### config.mk
export PLATFORM = sky130hd
export DESIGN_NAME = wdt_multi
export DESIGN_NICKNAME = d
export VERILOG_FILES = /design/src/rtl/wdt_pkg.sv /design/src/rtl/wdt_channel.sv /design/src/rtl/wdt_multi.sv
export SDC_FILE = /design/constraint.sdc
export NUM_CORES = 2
export LEC_CHECK = 0
export ABC_AREA = 1
export CAP_MARGIN = 5
export CORE_MARGIN = 5
export CORE_UTILIZATION = 25
export CTS_CLUSTER_SIZE = 24
export DETAILED_ROUTE_END_ITERATION = 7
export GPL_TIMING_DRIVEN = 0
export SLEW_MARGIN = 0
export SYNTH_ARGS = -nofsm -noshare
export SYNTH_HDL_FRONTEND = slang
export SYNTH_SLANG_ARGS = --single-unit
export TNS_END_PERCENT = 20
### constraint.sdc
create_clock -name clk -period 8.26 [get_ports clk]
set_clock_uncertainty 0.1 [all_clocks]
set_input_delay 2.065 -clock clk [delete_from_list [all_inputs] [get_ports clk]]
set_output_delay 2.065 -clock clk [all_outputs]
set_load 0.05 [all_outputs]
### src/rtl/wdt_pkg.sv
// rtl/wdt_pkg.sv - shared types for the multi-channel watchdog
package wdt_pkg;

  typedef enum logic [1:0] {
    IDLE    = 2'b00,
    RUN     = 2'b01,
    TIMEOUT = 2'b10
  } wdt_state_e;

endpackage

### src/rtl/wdt_channel.sv
// rtl/wdt_channel.sv - one watchdog channel: shadowed config, countdown FSM, warn/wto/early flags
module wdt_channel
  import wdt_pkg::*;
#(
  parameter int CNT_W = 32
) (
  input  logic             clk,
  input  logic             rst,
  input  logic             tick,
  input  logic             en,
  input  logic             kick,
  input  logic             clr,
  input  logic             win_mode,
  input  logic             cfg_we,
  input  logic [CNT_W-1:0] cfg_timeout,
  input  logic [CNT_W-1:0] cfg_window,
  input  logic [CNT_W-1:0] cfg_warn,
  output logic [CNT_W-1:0] cnt,
  output logic             warn,
  output logic             wto,
  output logic             early
);

  wdt_state_e       state_q, state_d;
  logic [CNT_W-1:0] cnt_q, cnt_d;
  logic [CNT_W-1:0] timeout_q, timeout_d;
  logic [CNT_W-1:0] window_q, window_d;
  logic [CNT_W-1:0] warn_thr_q, warn_thr_d;
  logic             warn_q, warn_d;
  logic             early_q, early_d;

  always_comb begin
    // Shadow next values double as the effective config, so a write lands write-through.
    timeout_d  = cfg_we ? cfg_timeout : timeout_q;
    window_d   = cfg_we ? cfg_window  : window_q;
    warn_thr_d = cfg_we ? cfg_warn    : warn_thr_q;
    state_d    = state_q;
    cnt_d      = cnt_q;
    early_d    = early_q;
    if (!en) begin
      state_d = IDLE;
      cnt_d   = '0;
      early_d = 1'b0;
    end else begin
      case (state_q)
        IDLE: begin
          state_d = RUN;
          cnt_d   = timeout_d;
        end
        RUN: begin
          if (kick) begin
            if (win_mode && (cnt_q > window_d)) begin
              state_d = TIMEOUT;
              early_d = 1'b1;
            end else begin
              cnt_d = timeout_d;
            end
          end else if (tick) begin
            if (cnt_q == '0) state_d = TIMEOUT;
            else             cnt_d   = cnt_q - CNT_W'(1);
          end
        end
        TIMEOUT: begin
          if (clr) begin
            state_d = IDLE;
            cnt_d   = '0;
            early_d = 1'b0;
          end
        end
        default: begin
          state_d = IDLE;
          cnt_d   = '0;
          early_d = 1'b0;
        end
      endcase
    end
    warn_d = (state_d == RUN) && (cnt_d <= warn_thr_d);
  end

  always_ff @(posedge clk or negedge rst) begin
    if (!rst) begin
      state_q    <= IDLE;
      cnt_q      <= '0;
      timeout_q  <= '0;
      window_q   <= '0;
      warn_thr_q <= '0;
      warn_q     <= 1'b0;
      early_q    <= 1'b0;
    end else begin
      state_q    <= state_d;
      cnt_q      <= cnt_d;
      timeout_q  <= timeout_d;
      window_q   <= window_d;
      warn_thr_q <= warn_thr_d;
      warn_q     <= warn_d;
      early_q    <= early_d;
    end
  end

  assign cnt   = cnt_q;
  assign warn  = warn_q;
  assign wto   = (state_q == TIMEOUT);
  assign early = early_q;

endmodule

### src/rtl/wdt_multi.sv
// rtl/wdt_multi.sv - shared tick prescaler driving NUM_CH independent watchdog channels
module wdt_multi
  import wdt_pkg::*;
#(
  parameter int NUM_CH = 4,
  parameter int CNT_W  = 32,
  parameter int PRE_W  = 16
) (
  input  logic                    clk,
  input  logic                    rst,
  input  logic [PRE_W-1:0]        tick_div,
  input  logic [NUM_CH-1:0]       en,
  input  logic [NUM_CH-1:0]       kick,
  input  logic [NUM_CH-1:0]       clr,
  input  logic [NUM_CH-1:0]       win_mode,
  input  logic [NUM_CH-1:0]       cfg_we,
  input  logic [CNT_W-1:0]        cfg_timeout,
  input  logic [CNT_W-1:0]        cfg_window,
  input  logic [CNT_W-1:0]        cfg_warn,
  output logic [NUM_CH*CNT_W-1:0] cnt,
  output logic [NUM_CH-1:0]       warn,
  output logic [NUM_CH-1:0]       wto,
  output logic [NUM_CH-1:0]       early,
  output logic                    wto_any
);

  logic [PRE_W-1:0] pre_cnt_q, pre_cnt_d;
  logic             tick;

  always_comb begin
    tick      = (pre_cnt_q == tick_div);
    pre_cnt_d = tick ? '0 : pre_cnt_q + PRE_W'(1);
  end

  always_ff @(posedge clk or negedge rst) begin
    if (!rst) pre_cnt_q <= '0;
    else      pre_cnt_q <= pre_cnt_d;
  end

  for (genvar i = 0; i < NUM_CH; i++) begin : g_ch
    wdt_channel #(.CNT_W(CNT_W)) u_ch (
      .clk         (clk),
      .rst         (rst),
      .tick        (tick),
      .en          (en[i]),
      .kick        (kick[i]),
      .clr         (clr[i]),
      .win_mode    (win_mode[i]),
      .cfg_we      (cfg_we[i]),
      .cfg_timeout (cfg_timeout),
      .cfg_window  (cfg_window),
      .cfg_warn    (cfg_warn),
      .cnt         (cnt[i*CNT_W +: CNT_W]),
      .warn        (warn[i]),
      .wto         (wto[i]),
      .early       (early[i])
    );
  end

  assign wto_any = |wto;

endmodule

# ---- Yosys cells after proc, flatten, opt, wreduce, memory -nomap -nowiden
# Cells that the tools add are included.
dict set report classes {
  addsub 5
  mul 0
  div_mod_pow 0
  order_cmp 8
  eq_ne 29
  n_shift 0
  n_mux 89
  n_bitwise 0
  reduce_logical 21
}
# operator count
set ops {}
lappend ops {{2-to-1 mux 32 bit} 36}
lappend ops {{one-hot mux 32 bit (3 select lines)} 4}
lappend ops {{> comparator 32 bit} 4}
lappend ops {{<= comparator 32 bit} 4}
lappend ops {{logical NOT 32 bit} 4}
lappend ops {{subtractor 32 x 1 -> 32 bit, second input constant} 4}
lappend ops {{2-to-1 mux 2 bit} 24}
lappend ops {{!= test 3 bit, second input constant} 8}
lappend ops {{one-hot mux 2 bit (3 select lines)} 4}
lappend ops {{adder 16 x 1 -> 16 bit, second input constant} 1}
lappend ops {{equality test 16 bit} 1}
lappend ops {{equality test 2 x 1 -> 1 bit, second input constant} 8}
lappend ops {{2-to-1 mux 1 bit} 16}
lappend ops {{2-to-1 mux 16 bit} 1}
lappend ops {{AND reduction 4 bit} 4}
lappend ops {{!= test 3 x 2 -> 1 bit, second input constant} 4}
lappend ops {{one-hot mux 1 bit (3 select lines)} 4}
lappend ops {{equality test 2 bit, second input constant} 4}
lappend ops {{logical AND 1 bit} 8}
lappend ops {{logical NOT 2 bit} 4}
lappend ops {{!= test 2 bit, second input constant} 4}
lappend ops {{OR reduction 4 bit} 1}
dict set report word_totals {
  ff_bits 544
  latchBits 0
  ram_bits 0
  mem_bits_ro 0
  inputBits 134
  out_inout_bits 141
  elab_cells 181
  memories 0
}

# ---- Logic depth before layout (Yosys ltp)
dict set report logic_depth {
  word_depth 9
  depth_mapped 33
  mapped_depth_nobuf 30
}

# ---- Modules after synthesis
# Synthesis repeated with hierarchy kept, for this count alone.
dict set report unflattened {
  hier_cells 5436
  hier_area_um2 38303.0
}
# module n_inst cells_per_inst area_per_inst_um2 seq_area_each_um2
set by_module_without_submodules {}
lappend by_module_without_submodules {{wdt_channel at g_ch[2].u_ch} 1 1355 9510.4 3303.2}
lappend by_module_without_submodules {{wdt_channel at g_ch[0].u_ch} 1 1308 9246.4 3303.2}
lappend by_module_without_submodules {{wdt_channel at g_ch[3].u_ch} 1 1289 9180.1 3303.2}
lappend by_module_without_submodules {{wdt_channel at g_ch[1].u_ch} 1 1295 9156.3 3303.2}
lappend by_module_without_submodules {wdt_multi 1 189 1209.9 400.4}

# ---- Worst setup path after synthesis
# OpenSTA, ideal clock, no wires.
dict set report synth_timing {
  kind {input to register}
  from {in cfg_we[3]}
  to {reg g_ch[3].u_ch.warn_q}
  setup_ps 77
  arrival_time_ps 5881
  t_required_ps 8083
  slack_ps 2201
  cell_stages 27
  n_path_buf 5
  cell_sequence {buf_2 > buf_2 > clkbuf_1 > clkbuf_1 > nand2_1 > o21ai_0 > ha_1 > nand2_1 > nor2_1 > nand4_1 > nor2_1 > a21boi_1 > nand2_1 > buf_2 > nand2_1 > nand3_1 > a21oi_1 > nor2_1 > ha_1 > nand2_1 > inv_1 > nand3_1 > nor4_1 > inv_1 > nor4_1 > nand3_1 > a21oi_1}
}
dict set report synth_via {
  elab_chain_cells 9
  word_cells_on_any_way 16
  classes_between {order compare (2); eq/ne (1); mux (11); reduce/logical (2)}
}
# item line
set synth_rtl {}
lappend synth_rtl {{from (decl)} wdt_multi.sv:16} ;# input logic [NUM_CH-1:0] cfg_we,
lappend synth_rtl {{2-to-1 mux 32 bit} wdt_channel.sv:35} ;# window_d = cfg_we ? cfg_window : window_q;
lappend synth_rtl {{> comparator 32 bit} wdt_channel.sv:52} ;# if (win_mode && (cnt_q > window_d)) begin
lappend synth_rtl {{logical AND 1 bit} wdt_channel.sv:52}
lappend synth_rtl {{2-to-1 mux 32 bit} wdt_channel.sv:52}
lappend synth_rtl {{2-to-1 mux 32 bit} wdt_channel.sv:51} ;# if (kick) begin
lappend synth_rtl {{one-hot mux 32 bit (3 select lines) *} wdt_channel.sv:45} ;# case (state_q)
lappend synth_rtl {{2-to-1 mux 32 bit *} wdt_channel.sv:40} ;# if (!en) begin
lappend synth_rtl {{via g_ch[3].u_ch.cnt_d[31]} wdt_channel.sv:25} ;# logic [CNT_W-1:0] cnt_q, cnt_d;
lappend synth_rtl {{<= comparator 32 bit *} wdt_channel.sv:77} ;# warn_d = (state_d == RUN) && (cnt_d <= warn_thr_d);
lappend synth_rtl {{logical AND 1 bit *} wdt_channel.sv:77}
lappend synth_rtl {{via g_ch[3].u_ch.warn_d} wdt_channel.sv:29} ;# logic warn_q, warn_d;
lappend synth_rtl {{to (signal assigned)} wdt_channel.sv:95} ;# warn_q <= warn_d;
lappend synth_rtl {{to (decl)} wdt_channel.sv:29}
# Mark *: on every way through the listed nets, which the timed path passes. The rest lies on a longest branch.
# A chain may end at the register's enable or synchronous reset.

# ---- Final worst setup path
# Same ends and word-level chain as after synthesis.

==> results.yml <==
outcome:
  outcome: "complete, no violations"
critical_path:
  worstPathMaxFanout: 10
  cp_data_arrival_time_ns: 8.02
  cp-start-kind: "input pin"
  endpoint_kind: "register"
  worst-endpoint-required_ns: 8.61
  path_cells: "buf_2 > clkbuf_1 > clkbuf_1 > o21ai_0 > ha_1 > nand2_1 > inv_1 > nand4_1 > nor2_1 > a21boi_1 > nand2_1 > nand2_1 > nand3_1 > nand3b_1 > a21oi_1 > ha_1 > nand2_1 > inv_1 > nand3_1 > nor4_1 > inv_1 > nor4_1 > nand3_1 > a21oi_1"
  max_stage_delay_ns: 0.60
  crit_buf_inv: 6
  cpMostUsedCell: "nand2_1"
  cp_top_family: "simple AND/OR/NAND/NOR gates"
  slowest_stage: "a21boi_1"
  critPathKind: "in -> reg"
timing:
  worstMarginPinSlew_ns: 1.23
  timing.final.ws_setup_ns: 0.584
  period_share: 0.929
  drv_slew: 0
  fmax_ghz: 0.130
  setup_viol: 0
  hold_violations: 0
  fin_hold_ws_ns: 0.397
  slew_headroom: 0.175
  period_minus_slack_ns: 7.68
  rsz0062_at_grt: "false"
pwr:
  ir_drop_v: 0.000142
  power.density_nw_per_um2: 199
  p_leak_uw: 0.0208
clock_network:
  cts_buffer_depth: 3
  worstSkewPairLatency_ns: 0.62
  cts_root_buf: "clkbuf_16"
  cts_buffers: 66
  cts.sinks: 544
  cts_tree: "yes"
  cts_setup_buffers: 0
  clkTransAtPathRegs_ns: 0.06
  h-tree-depth: 3
floorplan:
  dieArea_um2: 153000
  num_rows: 140
  dieHeight_um: 392
  initial_core_util: 0.251
  num_io_pins: 275
  die_w_um: 392
  coreArea_um2: 145000
route:
  drt_pre_antenna_iters: 6
  drt-total-wl_um: 185000
  avgRoutedWirePerCell_um: 24.8
  via_count: 38300
  drc: 0
  drtIter0Drc: 4367
  ant_nets: 0
  vias_per_cell: 5.16
layout:
  seqCellArea_um2: 13600
  multi_input_area_um2: 18900
  nets: 5846
  fillCellCount: 15700
  area_growth_pct: 20.5
  layout-drive-gt1-share: 0.0506
global_route:
  grt_pass1_wl_um: 257000
  grt_pass1_vias: 36200
  antenna_found_initial: 22
  grt_usage: 0.232
  grt_overflow_total: 0
  grt_max_degree: 119
worst_hold_path:
  hold_class: "reg -> reg"
synth:
  yosysWarnings: 0
  synth_cell_types: 52
  synth_area_um2: 36400
  synth_cells: 5110
  synth_top_area_share: 0.374
  syn-num-nets: 5508
  yosys.area.top_type: "dfrtp_1"
  seq_area_frac_synth: 0.374
  postSynthAreaPerCell_um2: 7.13
  ys_ff_latch: 544
  synth.area.top_cells: "dfrtp_1, nand2_1, ha_1"
place:
  hpwl_um: 144000
  place_congestion: 0.994
  pre_cts_slack_ns: -0.130
  io_buffers: 266
flow_run:
  maxCapViolations: 0
-- layout make-up --
| cell class | instances | share of cell area |
|---|---|---|
| well taps | 1917 | 0.0546 |
| flip-flops and latches | 544 | 0.310 |
| diodes | 16 | 0.000912 |
| inverters | 750 | 0.0641 |
| repair buffers | 271 | 0.0639 |
| multi-input cells | 3593 | 0.431 |
| clock buffers | 87 | 0.0433 |
| plain buffers | 222 | 0.0241 |
| clock inverters | 32 | 0.00735 |
-- logic make-up (layout without fill, tap and decap cells) --
group                      after synthesis  count (layout)  synth area share
buffers and inverters                  973            1362             0.106
and+or+nand+nor                       2141            2141             0.245
xor gates and xnor gates                87              87            0.0209
muxes                                   36              36            0.0111
other                                    0              16                 0
adders and majority gates              264             264            0.0907
AOI/OAI and AO/OA                     1065            1065             0.152
DFF                                    544             544             0.374
-- timing repair --
item	in CTS	in global routing
gates resized for setup	0	0
hold buffers	0	0
endpoints found under the setup margin	0	1
-- final timing paths --
path | start | end | slack (ns) | cells past startpoint
max in group asynchronous | rst | g_ch[1].u_ch.cnt[1]$_DFF_PN0_ | 4.99 | 4
max | cfg_we[3] | g_ch[3].u_ch.warn$_DFF_PN0_ | 0.58 | 24
max reg2reg | g_ch[3].u_ch.cnt[13]$_DFF_PN0_ | g_ch[3].u_ch.warn$_DFF_PN0_ | 2.90 | 20
min in group asynchronous | rst | g_ch[2].u_ch.warn$_DFF_PN0_ | 1.20 | 1
min reg2reg | pre_cnt_q[15]$_DFF_PN0_ | pre_cnt_q[15]$_DFF_PN0_ | 0.40 | 1
min | pre_cnt_q[15]$_DFF_PN0_ | pre_cnt_q[15]$_DFF_PN0_ | 0.40 | 1
-- per-layer routing --
metal | share of wire | track usage | wire, um
met3 | 0.10 | 0.0587 | 19200
met5 | 0.00022 | 0 | 40
met2 | 0.42 | 0.351 | 78300
met4 | 0.067 | 0.133 | 12300
met1 | 0.40 | 0.300 | 74800
-- power by group --
part           internal (uW)  leakage, uW  switching [uW]
clock                   1760      0.00112            1280
sequential              2920      0.00637             330
combinational            747       0.0133            1710
total                   5430       0.0208            3320
-- Yosys cell counts, drive strengths merged --
cell type and n:
o21ai 580, o221ai 8, a21boi 3, nand3b 8, or4 1, nor2b 1, a21o 5, a211oi 3
clkinv 9, dfrtp 544, o21bai 2, mux2 36, a32o 8, and3 2, nor4 8, and2 1
nand4 57, a21oi 418, buf 113, nor2 443, nand3 403, o211ai 7, o31ai 1, clkbuf 110
o21a 15, a22o 7, nand2 1191, ha 264, a31oi 2, nor3 24, xor2 78, nor3b 2
a221oi 2, o22ai 3, xnor2 9, a31o 1, inv 741
-- cell usage in the layout, fill, tap and decap left out, types with 10 or more instances in the layout --
| master | n |
|---|---|
| buf_6 | 10 |
| diode_2 | 16 |
| buf_1 | 39 |
| clkdlybuf4s50_1 | 265 |
| inv_1 | 735 |
| nand2_1 | 1185 |
| dfrtp_1 | 544 |
| clkbuf_1 | 112 |
| mux2_2 | 36 |
| buf_2 | 38 |
| nand3_1 | 400 |
| ha_1 | 264 |
| o21ai_0 | 527 |
| nor3_1 | 21 |
| clkinv_2 | 17 |
| buf_4 | 26 |
| nor2_1 | 419 |
| nand4_1 | 56 |
| o21a_1 | 15 |
| xor2_1 | 78 |
| a21oi_1 | 418 |
| nor2_2 | 19 |
| o21ai_1 | 53 |
| clkbuf_8 | 15 |
| clkbuf_16 | 67 |
-- state kept, by name, summed over array words and instances, names as in the netlist --
signal and cells:
pre_cnt_q 16, g_ch.u_ch.state_q 8, g_ch.u_ch.window_q 128, g_ch.u_ch.cnt 128, g_ch.u_ch.early 4, g_ch.u_ch.warn 4
g_ch.u_ch.timeout_q 128, g_ch.u_ch.warn_thr_q 128
-- stage by stage --
stage	utilization	cells	TNS, ns	area, um2	power, uW
after floorplan	-	5110	0	36400	4640
after global placement	0.286	7293	-	41500	5650
after detailed placement	0.287	7298	-0.130	41600	5680
after CTS	0.302	7417	0	43900	8720
after global routing	0.302	7419	0	43900	9120
final	0.302	7432	0	43900	8750
No activity file was read; power rests on OpenSTA's default activity.
